==> src/rtl/conv_accumulator.sv <==
// Convolution accumulator: multiplies taps, sums per output element,
// then shifts, applies ReLU, saturates and writes to a sequential address.
module conv_accumulator #(
  parameter int IMG_W     = 8,
  parameter int IMG_H     = 8,
  parameter int ACC_W     = 20,
  parameter int SHIFT     = 0,
  parameter bit RELU      = 1'b0,
  parameter int OUT_DEPTH = 64,
  localparam int ADDR_W   = $clog2(OUT_DEPTH)
) (
  input  logic                clk,
  input  logic                reset,
  input  logic                en_sum,
  input  logic                en_save,
  input  logic                finish,
  input  logic signed [7:0]   in_row,
  input  logic signed [7:0]   in_col,
  input  logic signed [7:0]   pixel,
  input  logic signed [7:0]   weight,
  output logic signed [7:0]   out_data,
  output logic [ADDR_W-1:0]   out_addr,
  output logic                out_we,
  output logic                busy,
  output logic                done,
  output logic                overflow
);

  typedef enum logic [1:0] {IDLE, RUN, DRAIN, DONE} state_e;

  localparam logic signed [ACC_W-1:0] SAT_HI = ACC_W'(127);
  localparam logic signed [ACC_W-1:0] SAT_LO = ACC_W'(-128);
  localparam logic [ADDR_W-1:0] ADDR_LAST = ADDR_W'(OUT_DEPTH - 1);

  state_e state_q, state_d;
  logic drain_q, drain_d;
  logic v1_q, v1_d;
  logic s1_q, s1_d;
  logic signed [ACC_W-1:0] p1_q, p1_d;
  logic signed [ACC_W-1:0] acc_q, acc_d;
  logic signed [7:0] data_q, data_d;
  logic [ADDR_W-1:0] addr_q, addr_d;
  logic we_q, we_d;
  logic ovf_q, ovf_d;

  logic accept;
  logic pad;
  logic signed [15:0] prod;
  logic signed [ACC_W-1:0] sum;
  logic signed [ACC_W-1:0] r;

  always_comb begin
    state_d = state_q;
    drain_d = 1'b0;
    unique case (state_q)
      IDLE: begin
        if (finish) state_d = DRAIN;
        else if (en_sum || en_save) state_d = RUN;
      end
      RUN: begin
        if (finish) state_d = DRAIN;
      end
      DRAIN: begin
        drain_d = 1'b1;
        if (drain_q) begin
          state_d = DONE;
          drain_d = 1'b0;
        end
      end
      DONE: state_d = DONE;
      default: state_d = IDLE;
    endcase
  end

  // Taps are only taken while the iterator is still running.
  assign accept = (state_q == IDLE) || (state_q == RUN);

  assign pad = (int'(in_row) < 0) || (int'(in_row) >= IMG_H)
            || (int'(in_col) < 0) || (int'(in_col) >= IMG_W);

  assign prod = $signed({{8{pixel[7]}}, pixel})
              * $signed({{8{weight[7]}}, weight});

  always_comb begin
    v1_d = accept && en_sum;
    s1_d = accept && en_save;
    p1_d = '0;
    if (accept && !pad)
      p1_d = {{(ACC_W-16){prod[15]}}, prod};
  end

  assign sum = acc_q + (v1_q ? p1_q : '0);

  always_comb begin
    r = sum >>> SHIFT;
    if (RELU && r < 0) r = '0;
  end

  always_comb begin
    acc_d  = sum;
    data_d = data_q;
    we_d   = 1'b0;
    addr_d = addr_q;
    ovf_d  = ovf_q;
    if (s1_q) begin
      acc_d = '0;
      we_d  = 1'b1;
      if (r > SAT_HI) data_d = 8'sd127;
      else if (r < SAT_LO) data_d = -8'sd128;
      else data_d = r[7:0];
    end
    // Address advances after the pulse so the write sees a stable address.
    if (we_q) begin
      if (addr_q == ADDR_LAST) begin
        addr_d = '0;
        ovf_d  = 1'b1;
      end else begin
        addr_d = addr_q + 1'b1;
      end
    end
  end

  always_ff @(posedge clk) begin
    if (reset) begin
      state_q <= IDLE;
      drain_q <= 1'b0;
      v1_q    <= 1'b0;
      s1_q    <= 1'b0;
      p1_q    <= '0;
      acc_q   <= '0;
      data_q  <= '0;
      addr_q  <= '0;
      we_q    <= 1'b0;
      ovf_q   <= 1'b0;
    end else begin
      state_q <= state_d;
      drain_q <= drain_d;
      v1_q    <= v1_d;
      s1_q    <= s1_d;
      p1_q    <= p1_d;
      acc_q   <= acc_d;
      data_q  <= data_d;
      addr_q  <= addr_d;
      we_q    <= we_d;
      ovf_q   <= ovf_d;
    end
  end

  assign out_data = data_q;
  assign out_addr = addr_q;
  assign out_we   = we_q;
  assign overflow = ovf_q;
  assign busy     = (state_q == RUN) || (state_q == DRAIN);
  assign done     = (state_q == DONE);

endmodule

==> config.mk <==
export PLATFORM = sky130hd
export DESIGN_NAME = conv_accumulator
export DESIGN_NICKNAME = d
export VERILOG_FILES = /design/src/rtl/conv_accumulator.sv
export SDC_FILE = /design/constraint.sdc
export NUM_CORES = 1
export LEC_CHECK = 0
export BUFFER_PORTS_ARGS = -buffer_cell sky130_fd_sc_hd__buf_4
export CAP_MARGIN = 20
export CORE_ASPECT_RATIO = 2
export CORE_MARGIN = 2
export CORE_UTILIZATION = 65
export CTS_CLUSTER_SIZE = 16
export DETAILED_ROUTE_END_ITERATION = 16
export PLACE_DENSITY = 0.91
export SETUP_SLACK_MARGIN = 0.4
export SYNTH_ARGS = -nofsm -noshare
export SYNTH_HDL_FRONTEND = slang
export SYNTH_SLANG_ARGS = --single-unit
==> constraint.sdc <==
create_clock -name clk -period 11 [get_ports clk]
set_clock_uncertainty 0.05 [all_clocks]
set_input_delay 0.55 -clock clk [delete_from_list [all_inputs] [get_ports clk]]
set_output_delay 0.55 -clock clk [all_outputs]
set_load 0.01 [all_outputs]
# Yosys cells after proc, flatten, opt, wreduce, memory -nomap -nowiden
# Cells that the tools add are included.
[totals] out_inout_bits=18 ff_bits=57 word_cells=55
[classes] magnitude_cmp=6 n_mul=1 add_sub_neg=2 n_mux=11 reduce_logical=16 eq_ne=7 n_bitwise=2
[op_table] op="20-bit adder" n=1
[op_table] op="20-bit by 8-bit > comparator with 1-bit output (second input constant)" n=1
[op_table] op="20-bit by 8-bit < comparator with 1-bit output (second input constant)" n=1
[op_table] op="20-bit two-way mux" n=1
[op_table] op="8-bit by 5-bit greater-or-equal comparator with 1-bit output (second input constant)" n=2
[op_table] op="8-bit by 1-bit < comparator with 1-bit output (second input constant)" n=2
[op_table] op="8-bit by 8-bit multiplier with 16-bit output" n=1
[op_table] op="8-bit two-way mux" n=2
[op_table] op="2-bit two-way mux" n=4
[op_table] op="2-bit one-hot mux with 4 select lines" n=1
[op_table] op="6-bit by 1-bit adder with 6-bit output (second input constant)" n=1
[op_table] op="6-bit == test (second input constant)" n=1
[op_table] op="1-bit logical OR" n=6
[op_table] op="6-bit two-way mux" n=1
[op_table] op="2-bit OR reduction" n=3
[op_table] op="2-bit == test (second input constant)" n=2
[op_table] op="2-bit != test (second input constant)" n=2
[op_table] op="1-bit logical AND" n=3
[op_table] op="3-bit != test (second input constant)" n=1
[op_table] op="3-bit AND reduction" n=1
[op_table] op="2-bit by 1-bit == test with 1-bit output (second input constant)" n=1
[op_table] op="2-bit zero test" n=1
[op_table] op="1-bit two-way mux" n=2
[op_table] op="1-bit NOT" n=2
[op_table] op="other kinds (2)" n=2

# Longest topological paths before layout
# Gate-level depths: netlist of the first run.
[depth] word_depth=8 ltp_mapped=19

# Worst setup path after synthesis of the first run
# OpenSTA, ideal clock, no wires.
[synth_path] path_kind="input port to flip-flop" from="input port pixel[7]" to="register, netlist name p1_q[15]" arrival_ns=4.333 path_stages=16 setup_time_ns=0.128 required_time_ns=10.822 setup_slack_ns=6.489 path_cell_list="and2_1 fa_1 inv_1 fa_1 inv_1 fa_1 inv_1 fa_1 inv_1 ha_1 and2_1 o21ai_0 o21ai_0 o41ai_1 xnor2_1 nor2_1"
[synth_between] elab_chain_len=1
[synth_lines] element="start: declaration" line="19" source="input logic signed [7:0] pixel,"
[synth_lines] element="8-bit by 8-bit multiplier with 16-bit output" line="82" source="* $signed({{8{weight[7]}}, weight});"
# No other way between the ends.
# A chain may end at the register's enable or synchronous reset.

# Worst setup path after layout of the first run
[layout_path] from="input port pixel[3]" to="register p1_q[14]"
[layout_between] elab_chain_len=1
[layout_lines] element="8-bit by 8-bit multiplier with 16-bit output" line="82"
[layout_lines] element="end signal: assignment" line="140" source="p1_q <= p1_d;"
[layout_lines] element="end: declaration" line="39" source="logic signed [ACC_W-1:0] p1_q, p1_d;"
# No other way between the ends.

==> results.md, run 1 <==
Outcome:
- The flow ran to the end, and the final reports show no timing, DRC or antenna violations.

Die:
- The I/O pin count is 55.
- The core region is slightly above 8000 um2.
- The die is approximately 130 um tall.
- The row count is 47.
- The initial utilization of the core area, before any placement, comes to 0.6710.
- The die covers roughly 9400 um2.
- The die span in x is approximately 70 um.

GRT:
- For this run, the total global-route usage over all layers was measured as 0.3186.
- The initial antenna violation count is 0.
- After global routing the overflow that remains totals 0.
- The global-route wire length before repair is about 24000 um.
- Entering global routing, the biggest net connects 17 pins.
- The number of global-route vias before repair was roughly 5200.

CTS:
- The deepest level of the CTS H-tree is 3.
- In this run, CTS created clock tree buffers numbering 9.
- No sink is reached through more buffers than the 2 on the longest clock path.
- Post-CTS timing repair inserted 0 buffers for setup.
- At the later pin of the worst-skew pair, clock insertion delay measures approximately 330 ps.
- The number of clock sinks is between 50 and 60.
- After clock tree synthesis, the repair step resized 0 gates.
- The hold-fix buffer count after cts is 0.
- Clock-pin slew was measured on the worst setup and hold paths at 60 ps.
- The CTS root buffer is sky130_fd_sc_hd__clkbuf_16.
- The CTS tree is done.

Placed design:
- Summed over all nets, the half-perimeter wirelength after detailed placement is between 10000 and 15000 um.
- The count of buffers inserted at the top-level ports is 48.
- Timing analysis after detailed placement gives a worst setup slack of between 5000 and 6000 ps.
- The final estimated routing congestion in global placement is about 0.97.

Power and ir drop:
- The leakage power is 3.074 nW.
- The completed layout was analyzed and its total power is 0.0009802 W.
- The worst-case IR drop observed on VDD is between 100 and 150 uV.
- Dividing total power by cell area gives a power density of 155.8 nW/um2.

Setup path:
- The slack of the worst reg-to-reg path is between 6000 and 7000 ps.
- The peak fanout along the critical path is 8.
- For the worst setup path, the data required time is between 10000 and 15000 ps.
- The worst setup path is captured at a flop.
- The critical path class is input pin to flop.
- STA puts the critical path data arrival time at 4960 ps.
- The element type at the critical path start is an input pin.
- Measured in cells, the most critical reg-to-reg path has a length of 13.

Finish:
- The final-layout fill cell count is between 500 and 600.
- The final layout contains around 830 nets.
- The library cell used most frequently in the layout, excluding fill and tap cells, is sky130_fd_sc_hd__inv_1.
- The final core utilization is 0.7586.
- Of the cells placed in the final design, the portion with a size suffix greater than 1 is 0.1257.
- 0 antenna diodes ended up in the layout.
- In the layout the commonest cells are sky130_fd_sc_hd__inv_1, sky130_fd_sc_hd__and2_1, sky130_fd_sc_hd__dfxtp_1.
- Compared with the post-synthesis result, the final layout area differs by 13.04%.

Timing:
- The time the final worst path needs with I/O delays and setup is between 4000 and 5000 ps.
- The final total negative setup slack is 0 ps.
- The headroom to the max-slew limit is 0.3622.
- The worst slack on hold paths is 392.7 ps.
- The number of max-slew violations in the final report is 0.
- The measured slew at the worst slew-check pin is 953.2 ps.
- Setup repair after global routing left no endpoint under its margin.
- The post-route worst setup slack is 6213 ps.
- The final number of setup-violating endpoints is 0.
- The final number of hold-violating endpoints came to 0.
- For this run, the top clock speed supported by timing is 0.2089 GHz.
- Dividing the final minimum period by the clock period gives 0.4352.

Synthesis:
- The cell count after synthesis is approximately 640.
- For this run, the number of Yosys warnings is 0.
- The share of the Yosys chip area taken by registers is 0.2051.
- The post-synthesis instance area is between 5000 and 6000 um2.
- The total nets after synthesis is about 800.
- The synthesized design contains 0 enable-type register cells.
- Each instance of the synthesized netlist takes up on average approximately 8.7 um2.
- The number of distinct library cells after synthesis is 60.
- Of all flip-flops after synthesis, the portion carrying an async set or reset was 0.
- For this run, the leading register cell type out of synthesis is sky130_fd_sc_hd__dfxtp_1.
- The count of state elements after synthesis is 57.

Route:
- After detailed routing, the total wire length is between 10000 and 15000 um.
- Dividing the detail-routed via count by the number of cells gives between 5 and 6.
- The routed wire length per instance is about 18 um.
- The pre-antenna-repair detailed-routing pass consisted of 4 iterations.
- The count of nets left with antenna violations once routing finished came out at 0.
- The count of routing violations after the opening detailed-route iteration is around 240.
- The total DRC errors in the routed layout is 0.
- The vias after detailed routing is about 4700.

Hold path:
- The tightest min-delay check is of the input pin to flop type.
- The worst hold path passes through 2 cells.

Flow run:
- The number of maximum-capacitance constraint violations is 0.
[routing by layer]
layer  global-route usage  part of all wire  vias to the layer above
met2               0.6581              0.59                      155
met3              0.04552             0.031                       80
li1                     -                 -                     2183
met4               0.1983             0.063                        0
met1               0.2687              0.31                     2314
met5                    0                 0                        -
[cells by family after synthesis]
group                    after synthesis  share of synthesized area
multiplexers                           6                    0.01124
flip-flops                            57                     0.2051
XOR/XNOR                              29                    0.04835
buffers and inverters                111                    0.07556
AND/OR/NAND/NOR                      228                     0.2125
AO/OA/AOI/OAI                         97                     0.1266
adder cells (fa/ha/maj)              109                     0.3207
[Yosys cell counts, types with 3 or more instances]
cell	instances	area [um2]
sky130_fd_sc_hd__nor2b_1	11	68.82
sky130_fd_sc_hd__nor4_1	5	31.28
sky130_fd_sc_hd__a21o_1	9	67.56
sky130_fd_sc_hd__nor2_1	56	210.2
sky130_fd_sc_hd__and3_1	5	31.28
sky130_fd_sc_hd__clkbuf_1	5	18.77
sky130_fd_sc_hd__and2_1	63	394.1
sky130_fd_sc_hd__mux2i_1	4	40.04
sky130_fd_sc_hd__nor3_1	14	70.07
sky130_fd_sc_hd__nand4_1	6	37.54
sky130_fd_sc_hd__buf_2	3	15.01
sky130_fd_sc_hd__xor2_1	7	61.31
sky130_fd_sc_hd__fa_1	56	1121
sky130_fd_sc_hd__nand2b_1	9	56.30
sky130_fd_sc_hd__a21oi_1	28	140.1
sky130_fd_sc_hd__nand3_1	7	35.03
sky130_fd_sc_hd__or2_2	3	18.77
sky130_fd_sc_hd__xnor2_1	20	175.2
sky130_fd_sc_hd__o21ai_2	3	26.28
sky130_fd_sc_hd__a221o_1	7	70.07
sky130_fd_sc_hd__inv_1	100	375.4
sky130_fd_sc_hd__dfxtp_1	57	1141
sky130_fd_sc_hd__o21ai_0	18	90.09
sky130_fd_sc_hd__ha_1	53	663.1
sky130_fd_sc_hd__nand2_1	39	146.4
[cell type report]
cell class | count | area (um2) | area share
flip-flops and latches | 57 | 1141 | 0.1814
repair buffers | 48 | 360.3 | 0.05729
inverters | 102 | 382.9 | 0.06087
clock buffers | 10 | 239.0 | 0.03799
clock inverters | 6 | 41.29 | 0.006565
multi-input cells | 469 | 4003 | 0.6364
well taps | 98 | 122.6 | 0.01949
[worst max-delay path, stage by stage]
cell and delay [ps]:
sky130_fd_sc_hd__buf_4 150, sky130_fd_sc_hd__and2_1 180, sky130_fd_sc_hd__fa_1 540, sky130_fd_sc_hd__inv_1 50, sky130_fd_sc_hd__fa_1 470, sky130_fd_sc_hd__inv_1 50
sky130_fd_sc_hd__fa_1 560, sky130_fd_sc_hd__inv_1 70, sky130_fd_sc_hd__fa_1 530, sky130_fd_sc_hd__inv_1 40, sky130_fd_sc_hd__ha_1 330, sky130_fd_sc_hd__o21ai_0 120
sky130_fd_sc_hd__a21oi_1 120, sky130_fd_sc_hd__o21ai_0 290, sky130_fd_sc_hd__a21oi_1 150, sky130_fd_sc_hd__o21ai_0 260, sky130_fd_sc_hd__a21oi_1 130, sky130_fd_sc_hd__o21ai_0 170
sky130_fd_sc_hd__nor3b_1 220
[stage by stage]
stage,cell area [um2],cells
after floorplan,5564,637
after global placement,6010,774
after detailed placement,6010,774
after CTS,6290,790
after global routing,6290,790
final,6290,790
[registers in the layout, summed over array words and instances (netlist names)]
register  count
acc_q        20
drain_q       1
out_addr      6
out_data      8
out_we        1
overflow      1
p1_q         16
s1_q          1
state_q       2
v1_q          1
[worst paths after layout]
| path | end | startpoint |
|---|---|---|
| setup / recovery | p1_q[14] | pixel[3] |
| hold / removal | v1_q | en_sum |
| setup reg to reg | out_data[1] | v1_q |
| hold reg to reg | out_data[3] | out_data[3] |
[report_power, final]
| part | switching [W] | internal (W) | leakage, nW |
|---|---|---|---|
| combinational | 0.000279 | 0.000220 | 2.48 |
| sequential | 0.00000867 | 0.000213 | 0.460 |
| clock | 0.000101 | 0.000158 | 0.131 |
| total | 0.000389 | 0.000591 | 3.07 |
Note: power is estimated with default switching activity, not from simulation.
==> run 2: changes to the inputs <==
- CORE_UTILIZATION: 65 -> 61
- PLACE_DENSITY: 0.91 -> 0.86
- clock period: 11 -> 4.75 ns (I/O delays scaled with it)
==> run 2 against run 1 <==
Net effect: die area increased by 6.3%; count of clock-buffer cells in the layout increased by 2; combinational power up 140%; critical endpoint unchanged; sequential power is 130% higher; sequential share of layout area fell by 0.22 points; highest routed layer unchanged; non-clock buffer count stayed put; flip-flop and latch count did not move; wire length shrank 12%; worst hold slack lost 330 ps.
==> results.md, run 2 (synthesis gave the netlist of run 1 again) <==
Finish:
- After the last flow step, the layout net total stands at ~830.
- The area growth from synthesis to layout is 14.41%.
- In the layout the commonest cells are sky130_fd_sc_hd__inv_1, sky130_fd_sc_hd__and2_1, sky130_fd_sc_hd__dfxtp_1.
- The register with the most flip-flops in the layout has 20 of them.
- The multi-input combinational cells in the finished layout cover a total of around 4000 um2.
- In the final layout, the share of cells above drive strength 1 is 0.1373.
- The layout has approximately 670 filler cells.
- The sequential cells in the finished layout cover a total of approximately 1100 um2.
- The register with the most flip-flops is acc_q.
- Leaving out fill and tap cells, the most frequent cell in the layout is sky130_fd_sc_hd__inv_1.
- The antenna cell count is 0.

CTS:
- The number of clock buffers added by TritonCTS is 9.
- The number of clock sinks is 57.
- The insertion delay to the later sink of the worst-skew pair is roughly 330 ps.
- The H-tree was split into 3 levels.
- The CTS root buffer is sky130_fd_sc_hd__clkbuf_16.
- The clock-pin slew of the registers on the worst-case setup and hold paths is about 50 ps.
- The hold-fix buffer count after cts is 0.
- The clock passes through at most 2 buffers.
- The CTS tree is done.

GRT:
- The initial antenna violation count came to 0.
- The largest net degree at the start of global routing is 17.
- After global routing the overflow that remains totals 0.
- The number of global-route vias before repair is approximately 5000.
- The global router's overall resource usage is 0.2696.
- The first global-routing pass estimated 21660 um of wire.

Timing:
- The number of max-slew violations in the final report is 0.
- The worst slack on hold paths is 65.86 ps.
- The measured slew at the worst slew-check pin is about 920 ps.
- The final number of hold-violating endpoints is 0.
- The headroom to the max-slew limit is 0.3839.
- Static timing analysis puts the maximum clock frequency at between 0.2 and 0.25 GHz.
- After layout, the minimum clock period comes to 4212 ps.
- Setup repair after global routing could not meet its margin everywhere.
- The final clock period utilization by the worst path is 0.8868.
- After routing, the total negative slack on setup checks comes to 0 ps.
- The final number of setup-violating endpoints is 0.

Setup path:
- The arrival time at the worst endpoint is 4400 ps.
- In this run the worst path has a maximum fanout of 8.
- The worst setup path is launched from an input pin.
- The required time of the worst setup path is around 4900 ps.
- The critical path class is input pin to flop.
- The worst setup path is captured at a flop.

Outcome:
- The run finished with clean final reports.

Die:
- The die is 139.1 um tall.
- The I/O pin count is 55.
- The die is 71.54 um wide.
- The core region is between 8000 and 9000 um2.
- The die area is slightly below 10000 um2.
- The initial core utilization is 0.6216.
- The row count is roughly 50.

Flow run:
- The number of maximum-capacitance constraint violations is 0.

Route:
- The average vias per placed instance is between 5 and 6.
- Once detail routing completed, the nets flagged for antenna violations numbered 0.
- In the final routed layout, each cell accounts on average for about 16 um.
- The final route contains around 4600 vias.
- The first TritonRoute pass finished after 6 iterations.
- In the routed design, unresolved DRC markers number 0.
- The post-detailed-routing wire length is 12380 um.
- The count of routing violations after the opening detailed-route iteration is 354.

Power and ir drop:
- The cell area power density is roughly 380 nW/um2.
- The maximum ir drop on the vdd rail is 209.4 uV.
- The leakage power is approximately 3.1 nW.

Placed design:
- The final estimated routing congestion in global placement is just over 0.9.
- The HPWL after detailed placement is roughly 10000 um.
- The count of buffers added on input and output ports is between 40 and 50.

Hold path:
- The worst hold-check path type is input pin to flop.
[run 2: cell count changes in the layout (fill, tap and decap cells not counted), moves of 2 or more]
| cell | delta |
|---|---|
| sky130_fd_sc_hd__a21oi_1 | -3 |
| sky130_fd_sc_hd__a21oi_2 | +3 |
| sky130_fd_sc_hd__o21ai_0 | -3 |
| sky130_fd_sc_hd__clkinvlp_4 | -2 |
| sky130_fd_sc_hd__o21ai_2 | +2 |
[run 2: repair_timing]
| item | CTS | global route |
|---|---|---|
| setup buffers | 0 | 0 |
| gates resized for setup | 1 | 11 |
| setup endpoints to repair | 1 | 4 |
| pin swaps | 0 | 2 |
| endpoints found under the hold margin | 0 | 0 |
[run 2: final timing paths]
check	startpoint	endpoint	slack, ps	cells past startpoint
setup / recovery	pixel[3]	p1_q[14]	540	19
hold / removal	en_save	s1_q	70	2
setup reg to reg	v1_q	out_data[4]	830	13
hold reg to reg	out_data[7]	out_data[7]	430	1
[run 2: cell type report]
type | count | area share
multi-input combinational | 469 | 0.6356
sequential | 57 | 0.1792
inverter | 102 | 0.06014
timing repair buffer | 48 | 0.05660
clock buffer | 12 | 0.04029
tap | 102 | 0.02005
clock inverter | 4 | 0.008058
[run 2: routing by layer]
| layer | up-vias | global-route usage | share of wire |
|---|---|---|---|
| met5 | - | 0 | 0 |
| met4 | 0 | 0.1360 | 0.046 |
| met3 | 47 | 0.03706 | 0.035 |
| met2 | 141 | 0.5224 | 0.58 |
| met1 | 2215 | 0.2633 | 0.34 |
| li1 | 2180 | - | - |
[run 2: critical path: stages]
cell and delay (ps):
sky130_fd_sc_hd__buf_4 140, sky130_fd_sc_hd__and2_1 170, sky130_fd_sc_hd__fa_1 530, sky130_fd_sc_hd__inv_1 50, sky130_fd_sc_hd__fa_1 480, sky130_fd_sc_hd__inv_1 60, sky130_fd_sc_hd__fa_1 530, sky130_fd_sc_hd__inv_1 50
sky130_fd_sc_hd__fa_1 530, sky130_fd_sc_hd__inv_1 40, sky130_fd_sc_hd__ha_1 330, sky130_fd_sc_hd__o21ai_0 130, sky130_fd_sc_hd__a21oi_1 120, sky130_fd_sc_hd__o21ai_1 220, sky130_fd_sc_hd__a21oi_2 100, sky130_fd_sc_hd__o21ai_2 220
sky130_fd_sc_hd__a21oi_2 100, sky130_fd_sc_hd__o21ai_0 150, sky130_fd_sc_hd__nor3b_1 200
[run 2: power by group]
part | total [W] | internal, W | switching (W)
clock network | 0.000657 | 0.000434 | 0.000224
logic | 0.00122 | 0.000539 | 0.000683
registers | 0.000514 | 0.000495 | 0.0000193
[run 2: stage by stage]
| stage | cells | cell area (um2) | util | total power [W] | setup WS, ps |
|---|---|---|---|---|---|
| 2_1_floorplan | 637 | 5564 | - | 0.001392 | 551.5 |
| 6_report | 794 | 6366 | 0.7112 | 0.002393 | 537.8 |
| 3_5_place_dp | 778 | 6015 | 0.6719 | 0.001634 | 41.08 |
| 5_1_grt | 794 | 6366 | 0.7112 | 0.002590 | 314.4 |
| 4_1_cts | 794 | 6322 | 0.7063 | 0.002307 | 417.9 |
| 3_3_place_gp | 778 | 6015 | 0.6719 | 0.001563 | 184.7 |
